<file path="src/rtl/reg_writeback_unit.sv">
// Register-file write-back stage: buffers retiring MEM/WB entries in order,
// waits on load returns where needed, and issues one registered write pulse per commit.
module reg_writeback_unit #(
    parameter int DATA_WIDTH = 8,
    parameter int ADDR_WIDTH = 5,
    parameter int FIFO_DEPTH = 2
) (
    input  logic                  clock,
    input  logic                  reset,
    input  logic                  in_valid,
    output logic                  in_ready,
    input  logic [ADDR_WIDTH-1:0] in_rd,
    input  logic [DATA_WIDTH-1:0] in_alu_result,
    input  logic                  in_is_load,
    input  logic                  in_wb_en,
    input  logic                  load_valid,
    input  logic [DATA_WIDTH-1:0] load_data,
    output logic [ADDR_WIDTH-1:0] write_reg,
    output logic [DATA_WIDTH-1:0] write_reg_data,
    output logic                  reg_write,
    output logic                  pending_valid,
    output logic [ADDR_WIDTH-1:0] pending_rd,
    output logic                  busy,
    output logic [15:0]           retire_count,
    output logic                  err_unexpected_load,
    output logic                  state_dbg_o
);

    localparam int EW = ADDR_WIDTH + DATA_WIDTH + 2;
    localparam int PW = $clog2(FIFO_DEPTH);
    localparam int CW = PW + 1;

    // Handshake: an entry transfers on a clock edge where in_valid && in_ready;
    // in_ready depends only on the registered occupancy, so a full buffer never
    // accepts in the same cycle it retires an entry.

    typedef enum logic {
        IDLE      = 1'b0,
        WAIT_LOAD = 1'b1
    } state_t;

    state_t                state_q, state_d;
    logic [EW-1:0]         fifo_q [FIFO_DEPTH];
    logic [PW-1:0]         wr_ptr_q, wr_ptr_d;
    logic [PW-1:0]         rd_ptr_q, rd_ptr_d;
    logic [CW-1:0]         count_q, count_d;
    logic [ADDR_WIDTH-1:0] write_reg_q, write_reg_d;
    logic [DATA_WIDTH-1:0] write_data_q, write_data_d;
    logic                  reg_write_q, reg_write_d;
    logic [15:0]           retire_q, retire_d;
    logic                  err_q, err_d;

    logic [EW-1:0]         head;
    logic [ADDR_WIDTH-1:0] head_rd;
    logic [DATA_WIDTH-1:0] head_alu;
    logic                  head_is_load;
    logic                  head_wb_en;
    logic                  empty;
    logic                  push;
    logic                  pop;
    logic [DATA_WIDTH-1:0] commit_data;

    assign empty        = (count_q == '0);
    assign in_ready     = (count_q != CW'(FIFO_DEPTH));
    assign push         = in_valid && in_ready;

    // Entry layout, MSB first: {rd, alu_result, is_load, wb_en}
    assign head         = fifo_q[rd_ptr_q];
    assign head_rd      = head[EW-1 -: ADDR_WIDTH];
    assign head_alu     = head[DATA_WIDTH+1 : 2];
    assign head_is_load = head[1];
    assign head_wb_en   = head[0];

    always_comb begin
        state_d     = state_q;
        pop         = 1'b0;
        commit_data = head_alu;
        case (state_q)
            IDLE: begin
                if (!empty) begin
                    if (!head_is_load) begin
                        pop = 1'b1;
                    end else if (load_valid) begin
                        pop         = 1'b1;
                        commit_data = load_data;
                    end else begin
                        state_d = WAIT_LOAD;
                    end
                end
            end
            WAIT_LOAD: begin
                if (load_valid) begin
                    pop         = 1'b1;
                    commit_data = load_data;
                    state_d     = IDLE;
                end
            end
            default: state_d = IDLE;
        endcase
    end

    always_comb begin
        write_reg_d  = write_reg_q;
        write_data_d = write_data_q;
        reg_write_d  = 1'b0;
        retire_d     = retire_q;
        wr_ptr_d     = push ? wr_ptr_q + PW'(1) : wr_ptr_q;
        rd_ptr_d     = pop ? rd_ptr_q + PW'(1) : rd_ptr_q;
        count_d      = count_q;
        if (push && !pop) begin
            count_d = count_q + CW'(1);
        end else if (!push && pop) begin
            count_d = count_q - CW'(1);
        end
        if (pop) begin
            write_reg_d  = head_rd;
            write_data_d = commit_data;
            reg_write_d  = head_wb_en && (head_rd != '0);
            retire_d     = retire_q + 16'd1;
        end
        // A strobe is stray unless a load sits at the head; its data is dropped.
        err_d = err_q || (load_valid && (empty || !head_is_load));
    end

    always_ff @(posedge clock) begin
        if (reset) begin
            state_q      <= IDLE;
            wr_ptr_q     <= '0;
            rd_ptr_q     <= '0;
            count_q      <= '0;
            write_reg_q  <= '0;
            write_data_q <= '0;
            reg_write_q  <= 1'b0;
            retire_q     <= '0;
            err_q        <= 1'b0;
        end else begin
            state_q      <= state_d;
            wr_ptr_q     <= wr_ptr_d;
            rd_ptr_q     <= rd_ptr_d;
            count_q      <= count_d;
            write_reg_q  <= write_reg_d;
            write_data_q <= write_data_d;
            reg_write_q  <= reg_write_d;
            retire_q     <= retire_d;
            err_q        <= err_d;
        end
    end

    always_ff @(posedge clock) begin
        if (push) begin
            fifo_q[wr_ptr_q] <= {in_rd, in_alu_result, in_is_load, in_wb_en};
        end
    end

    assign write_reg           = write_reg_q;
    assign write_reg_data      = write_data_q;
    assign reg_write           = reg_write_q;
    assign retire_count        = retire_q;
    assign err_unexpected_load = err_q;
    assign busy                = !empty || reg_write_q;
    assign pending_valid       = !empty && head_wb_en && (head_rd != '0);
    assign pending_rd          = empty ? '0 : head_rd;
    assign state_dbg_o         = state_q;

endmodule

</file>
<file path="config.mk">
export PLATFORM = sky130hd
export DESIGN_NAME = reg_writeback_unit
export DESIGN_NICKNAME = d
export VERILOG_FILES = /design/src/rtl/reg_writeback_unit.sv
export SDC_FILE = /design/constraint.sdc
export NUM_CORES = 1
export LEC_CHECK = 0
export CAP_MARGIN = 10
export CORE_UTILIZATION = 49
export CTS_CLUSTER_DIAMETER = 120
export DETAILED_ROUTE_END_ITERATION = 8
export PLACE_DENSITY = 0.79
export REMOVE_ABC_BUFFERS = 1
export SYNTH_ARGS = -nofsm -noshare
export SYNTH_HDL_FRONTEND = slang
export SYNTH_SLANG_ARGS = --single-unit
export TNS_END_PERCENT = 50
</file>
<file path="constraint.sdc">
create_clock -name clock -period 3.22 [get_ports clock]
set_clock_uncertainty 0.2 [all_clocks]
set_input_delay 0.644 -clock clock [delete_from_list [all_inputs] [get_ports clock]]
set_output_delay 0.644 -clock clock [all_outputs]
set_load 0.02 [all_outputs]
</file>
==> impl_results.md, run 1 <==
- Number of diodes: 0
- Final period util: 95.84%
- Ys flop type: dfxtp_1
- Area delta synth->final: 32.13%
- WHS: 0.2786 ns
- Initial antenna violation count: 0
- CP required: 2.38 ns
- CP max-delay cell: clkdlybuf4s50_1
- Max FFs per register: 30
- Clk pwr share: 20.7%
- CP top delay family: simple AND/OR/NAND/NOR gates
- Placed Area: 0.003587 mm²
- First-pass GRT wire length: 10.16 mm
- Crit. Startpoint: fifo_q[0][12]
- Combinational Power Share: 38.1%
- Final worst setup slack: 0.1338 ns
- Most common cell after layout, fill and taps aside: clkdlybuf4s50_1
- CTS Hold Bufs: 0
- Vias in the first global route: 2180
- Num CTS Buffers: 9
- Starting DRT DRC Count: 140
- Initial Utilization: 51.24%
- Peak supply drop: 0.4670 mV
- Htree depth: 3
- Total wire length: 6.249 mm
- Internal Power: 1.845 mW
- Placed cells: 385
- Asr flop ratio synth: 0%
- DR DRC count: 0
- Critical path buffers and inverters: 1
- Maximum clock frequency: 324.0 MHz
- Detailed-router iteration count before antenna repair: 4
- Net switching power figure: 1.029 mW
- Crit Path Category: reg2out
- R2R depth: 7
- DR WL/cell: 15.58 µm
- Final core area utilization: 67.71%
- Most frequent cells in the layout: clkdlybuf4s50_1 (66), dfxtp_1 (37), edfxtp_1 (30)
- Max-cap viol count: 0
- P_leak: 1.260 nW
- Crit path depth: 5
- Pre-CTS WS: 0.4875 ns
- Synth warn: 0
- CTS tree: yes
- Crit path time final: 3.086 ns
- Site row count: 27
- Vias per cell: 5.676
- Avg Cell Area, Syn: 11.18 µm²
- Status: completed
- Longest Clk Path Bufs: 2
- Syn Std Cell Area: 0.002839 mm²
- Clock network latency to the later pin of the worst-skew pair: 0.33 ns
- Worst setup SP type: register
- Clock sinks: 67
- Vias: 2276
- Cell count of the worst hold path: 2
- Total power: 2.874 mW
- Cells after Synth: 254
- # setup viols final: 0
- Grt ovf: 0
- Post-DP HPWL: 4.409 mm
- CP Cell Sequence: or4_1 -> o21ai_0 -> o21ai_1 -> nor2b_1 -> clkdlybuf4s50_1
- Final hold vios: 0
- GRT Total Usage: 21.74%
- Net Sw Frac: 35.82%
- Seq pwr share: 41.2%
- Critical path peak fanout: 2
- Largest Register: fifo_q
- Post-route cell area: 0.003751 mm²
- Post-synth EDFFs: 30
- Final ANT Viol Nets: 0
- Netlist cell types: 45
- Max-slew violations: 0
- TNS Setup: 0 ns
- Finished Layout Cells: 401
- Die ar.: 0.006102 mm²
- Largest net degree at the start of global routing: 33
- Register area share after synthesis: 57.82%
- Resize count post-CTS: 0
- Crit. End Element: output port
- Post-CTS Setup Repair Bufs: 0
- Reg clk slew, reported paths: 0.07 ns
- Arrival @ worst endpoint: 2.24 ns
- Worst stage delay on the critical path: 0.57 ns
- Placer congestion estimate: 0.8053
- Worst Tran Pin Value: 0.8478 ns
- Relative slew slack: 43.30%
- Hold WC Path Type: reg2reg
- Io pins: 67
- Die height: 78.12 µm
- Share of layout cells above drive strength 1: 10.64%
- Cell area power density: 766.2 mW/mm²
- Die width: 78.12 µm
- IO buf count: 66
- Nets: 353
- Min-delay src: err_unexpected_load
- Core ar.: 0.005540 mm²
- Register bit total from synthesis: 67
- RSZ-0062 raised after global routing: false
- Root Buffer Master: clkbuf_8
## cell type report
class | instances | area, µm²
Clock inverter | 3 | 15.01
Fill cell | 448 | 1789
Sequential cell | 67 | 1642
Clock buffer | 13 | 148.9
Multi-Input combinational cell | 166 | 1112
Tap cell | 72 | 90.09
Inverter | 6 | 22.52
Timing Repair Buffer | 74 | 720.7
## worst reg2reg max path, stage by stage, from the launching register on
cell and delay, ns:
dfxtp_1 0.68, mux2i_4 0.37, a21oi_2 0.10, nor2_2 0.33, inv_2 0.07, ha_1 0.32
or3_1 0.35, a21oi_1 0.15
## synthesized netlist by cell type (2+ instances only)
| library cell | instances | area share (%) |
|---|---|---|
| nor3b_1 | 2 | 0.53 |
| mux2i_1 | 5 | 1.8 |
| o21ai_0 | 6 | 1.1 |
| inv_1 | 5 | 0.66 |
| or3_1 | 6 | 1.3 |
| mux2_2 | 8 | 3.2 |
| nand2_1 | 8 | 1.1 |
| or4_1 | 10 | 2.6 |
| a211oi_1 | 5 | 1.3 |
| nand4_1 | 4 | 0.88 |
| nor2_1 | 17 | 2.2 |
| nor4_1 | 3 | 0.66 |
| a21oi_1 | 26 | 4.6 |
| nand3_1 | 6 | 1.1 |
| edfxtp_1 | 30 | 32 |
| ha_1 | 2 | 0.88 |
| nand2b_1 | 2 | 0.44 |
| a32oi_1 | 7 | 2.2 |
| dfxtp_1 | 37 | 26 |
| buf_2 | 2 | 0.35 |
| mux2_1 | 5 | 2.0 |
| o21ai_1 | 11 | 1.9 |
| xor2_1 | 3 | 0.93 |
| nor2b_1 | 7 | 1.5 |
| buf_1 | 2 | 0.26 |
| clkbuf_1 | 10 | 1.3 |
| o31ai_1 | 7 | 1.9 |
## logic make-up after synthesis
logic type | Yosys count | synth area share [%]
xor gates and xnor gates | 3 | 0.9257
DFF | 67 | 57.82
buffers and inverters | 21 | 2.997
adders and majority gates | 2 | 0.8813
and+or+nand+nor | 73 | 14.68
muxes | 19 | 7.713
AOI/OAI and AO/OA | 69 | 14.98
## worst paths after layout
| path | to | slack, ns |
|---|---|---|
| setup / recovery | pending_valid | 0.13 |
| hold / removal | err_unexpected_load | 0.28 |
| setup reg to reg | count_q[1] | 0.59 |
| hold reg to reg | err_unexpected_load | 0.28 |
## power groups by stage
stage / Combinational [mW] / Clock (mW) / Sequential [mW]
floorplan: 0.530 / 0 / 1.29
global placement: 1.07 / 0 / 1.20
detailed placement: 1.09 / 0 / 1.21
CTS: 1.10 / 0.602 / 1.19
global route: 1.18 / 0.644 / 1.21
finish: 1.09 / 0.594 / 1.19
## routing by layer
| metal | wire length (µm) | up-vias | global-route usage, % |
|---|---|---|---|
| met3 | 225 | 8 | 3.605 |
| met2 | 2993 | 64 | 34.30 |
| li1 | - | 1110 | - |
| met1 | 2961 | 1094 | 28.48 |
| met4 | 69 | 0 | 12.04 |
| met5 | 0 | - | 0 |
Note: power is estimated with default switching activity, not from simulation.
==> run 2, diff against run 1 <==
Settings changed: PLACE_DENSITY 0.79 to default, PLACE_DENSITY_LB_ADDON from default to 0.15, REMOVE_ABC_BUFFERS 1 to default.
==> run 2 against run 1 <==
  * First-iteration DRC count fell by 4.3%
  * Largest power group unchanged
  * Power rose by 2.3%
  * Critical path type unchanged
  * Clock power rose by 13%
  * Setup slack improved by 0.0092 ns
  * Combinational power barely moved
  * Maximum frequency rose by 0.30%
  * Largest cell class unchanged
  * Routed wire length fell by 4.3%
  * Non-clock buffer count fell by 1
==> impl_results.md, run 2 (same netlist as run 1, synthesis figures left out) <==
- Detailed-router iteration count before antenna repair: 4 (unchanged)
- Worst Tran Pin Value: 0.6774 ns (-0.1704 ns)
- Worst setup SP type: register
- Nets: 352 (-0.28%)
- Clock sinks: 67 (unchanged)
- Cell area power density: 781.0 mW/mm² (+1.9%)
- Relative slew slack: 54.84% (+12 points)
- Vias in the first global route: 2061 (-5.5%)
- Crit path time final: 3.077 ns (-0.009192 ns)
- Final period util: 95.56% (-0.29 points)
- Most frequent cells in the layout: clkdlybuf4s50_1 (66), dfxtp_1 (37), edfxtp_1 (30)
- GRT Total Usage: 20.50% (-1.2 points)
- RSZ-0062 raised after global routing: false
- Htree depth: 3 (unchanged)
- Fillers: 448 (unchanged)
- Hold WC Path Type: reg2reg
- Die ar.: 0.006102 mm² (unchanged)
- Maximum clock frequency: 325.0 MHz (+0.30%)
- P_leak: 1.265 nW (+0.42%)
- Number of diodes: 0 (unchanged)
- Final ANT Viol Nets: 0 (unchanged)
- Post-DP HPWL: 4.170 mm (-5.4%)
- Area delta synth->final: 32.61%
- Final hold vios: 0 (unchanged)
- # setup viols final: 0 (unchanged)
- Crit. End Element: output port
- Max-slew violations: 0 (unchanged)
- Reg clk slew, reported paths: 0.07 ns (about the same)
- CP Cell Sequence: or4_1 -> o211ai_1 -> o21ai_1 -> nor2b_1 -> clkdlybuf4s50_1
- Register area: 0.001642 mm² (unchanged)
- Initial antenna violation count: 0 (unchanged)
- Crit Path Category: reg2out
- Footprint of the multi-input gates: 0.001112 mm² (unchanged)
- Vias: 2225 (-2.2%)
- Arrival @ worst endpoint: 2.23 ns (about the same)
- Longest Clk Path Bufs: 2 (unchanged)
- Site row count: 27 (unchanged)
- Status: completed
- CTS Hold Bufs: 0 (unchanged)
- First-pass GRT wire length: 9.446 mm (-7.0%)
- Starting DRT DRC Count: 134 (-4.3%)
- Resize count post-CTS: 0 (unchanged)
- CP required: 2.38 ns (about the same)
- DR DRC count: 0 (unchanged)
- Core ar.: 0.005540 mm² (unchanged)
- Grt ovf: 0 (unchanged)
- Io pins: 67 (unchanged)
- CP max-delay cell: clkdlybuf4s50_1
- Max FFs per register: 30 (unchanged)
- Critical path peak fanout: 2 (unchanged)
- Placer congestion estimate: 0.8190 (+1.7%)
- Total wire length: 5.978 mm (-4.3%)
- Largest Register: fifo_q
- CP top delay family: simple AND/OR/NAND/NOR gates
- Worst stage delay on the critical path: 0.56 ns (about the same)
- Vias per cell: 5.563 (-2.0%)
- Peak supply drop: 0.5205 mV (+11%)
- Critical path buffers and inverters: 1 (unchanged)
- CTS tree: yes
- Largest net degree at the start of global routing: 45 (+36%)
- Root Buffer Master: clkbuf_8
- Max-cap viol count: 0 (unchanged)
- Num CTS Buffers: 9 (unchanged)
- Share of layout cells above drive strength 1: 10.67% (+0.032 points)
- Total power: 2.941 mW (+2.3%)
- DR WL/cell: 14.95 µm (-4.1%)
- Most common cell after layout, fill and taps aside: clkdlybuf4s50_1
- Die width: 78.12 µm (unchanged)
- Synth Net Count: 283
- Clock network latency to the later pin of the worst-skew pair: 0.34 ns (about the same)
- IO buf count: 66 (unchanged)
- Die height: 78.12 µm (unchanged)
- TNS Setup: 0 ns (unchanged)
- Initial Utilization: 51.24% (unchanged)
- Post-CTS Setup Repair Bufs: 0 (unchanged)
[run 2: cell types whose count changed in the layout (fill, tap and decap cells not counted)]
cell,before,now
clkinv_4,0,1
buf_4,8,7
bufinv_16,0,1
clkbuf_8,10,9
clkbuf_1,3,2
[run 2: per-layer routing]
| layer | vias to the layer above | wire length [µm] | track usage, % |
|---|---|---|---|
| met2 | 52 | 2875 | 33.25 |
| li1 | 1110 | - | - |
| met3 | 7 | 272 | 5.233 |
| met4 | 0 | 91 | 9.630 |
| met5 | - | 0 | 0 |
| met1 | 1056 | 2739 | 25.59 |
[run 2: stage by stage]
step / std cells / utilization [%] / cell area [µm²] / hold WS, ns / worst slack, ns
final: 400 / 67.95 / 3765 / 0.2684 / 0.1430
after detailed placement: 384 / 64.61 / 3580 / 0.2504 / 0.5008
after CTS: 400 / 67.95 / 3765 / 0.2604 / 0.1182
after global placement: 384 / 64.61 / 3580 / 0.2364 / 0.5334
after floorplan: 254 / - / 2839 / 0.2799 / 0.8542
after global routing: 400 / 67.95 / 3765 / 0.2803 / 0.03140
[run 2: layout make-up]
cell class / count / share of cell area, %
inverter: 6 / 0.5982
clock inverter: 5 / 1.429
clock buffer: 11 / 3.490
sequential: 67 / 43.60
tap: 72 / 2.393
multi-input combinational: 166 / 29.54
timing repair buffer: 73 / 18.94
[run 2: final timing paths]
kind                                       endpoint           startpoint  depth (start not counted)  slack, ns
worst min-delay path            err_unexpected_load  err_unexpected_load                          2       0.27
worst min register to register  err_unexpected_load  err_unexpected_load                          2       0.27
worst max-delay path                  pending_valid        fifo_q[1][12]                          5       0.14
worst max register to register           count_q[1]             register                          8       0.66
[run 2: worst register-to-register path, stage by stage (launching register included)]
cell and delay (ns):
dfxtp_1 0.54, buf_4 0.29, mux2i_4 0.30, a21oi_2 0.15, nor2_2 0.16, inv_2 0.05
ha_1 0.31, or3_1 0.35, a21oi_1 0.14
[run 2: power by group]
part	total [mW]	internal (mW)	switching [mW]	leakage, nW
Combinational	1.09	0.489	0.602	0.586
Sequential	1.18	1.06	0.115	0.582
Clock	0.670	0.355	0.315	0.0971
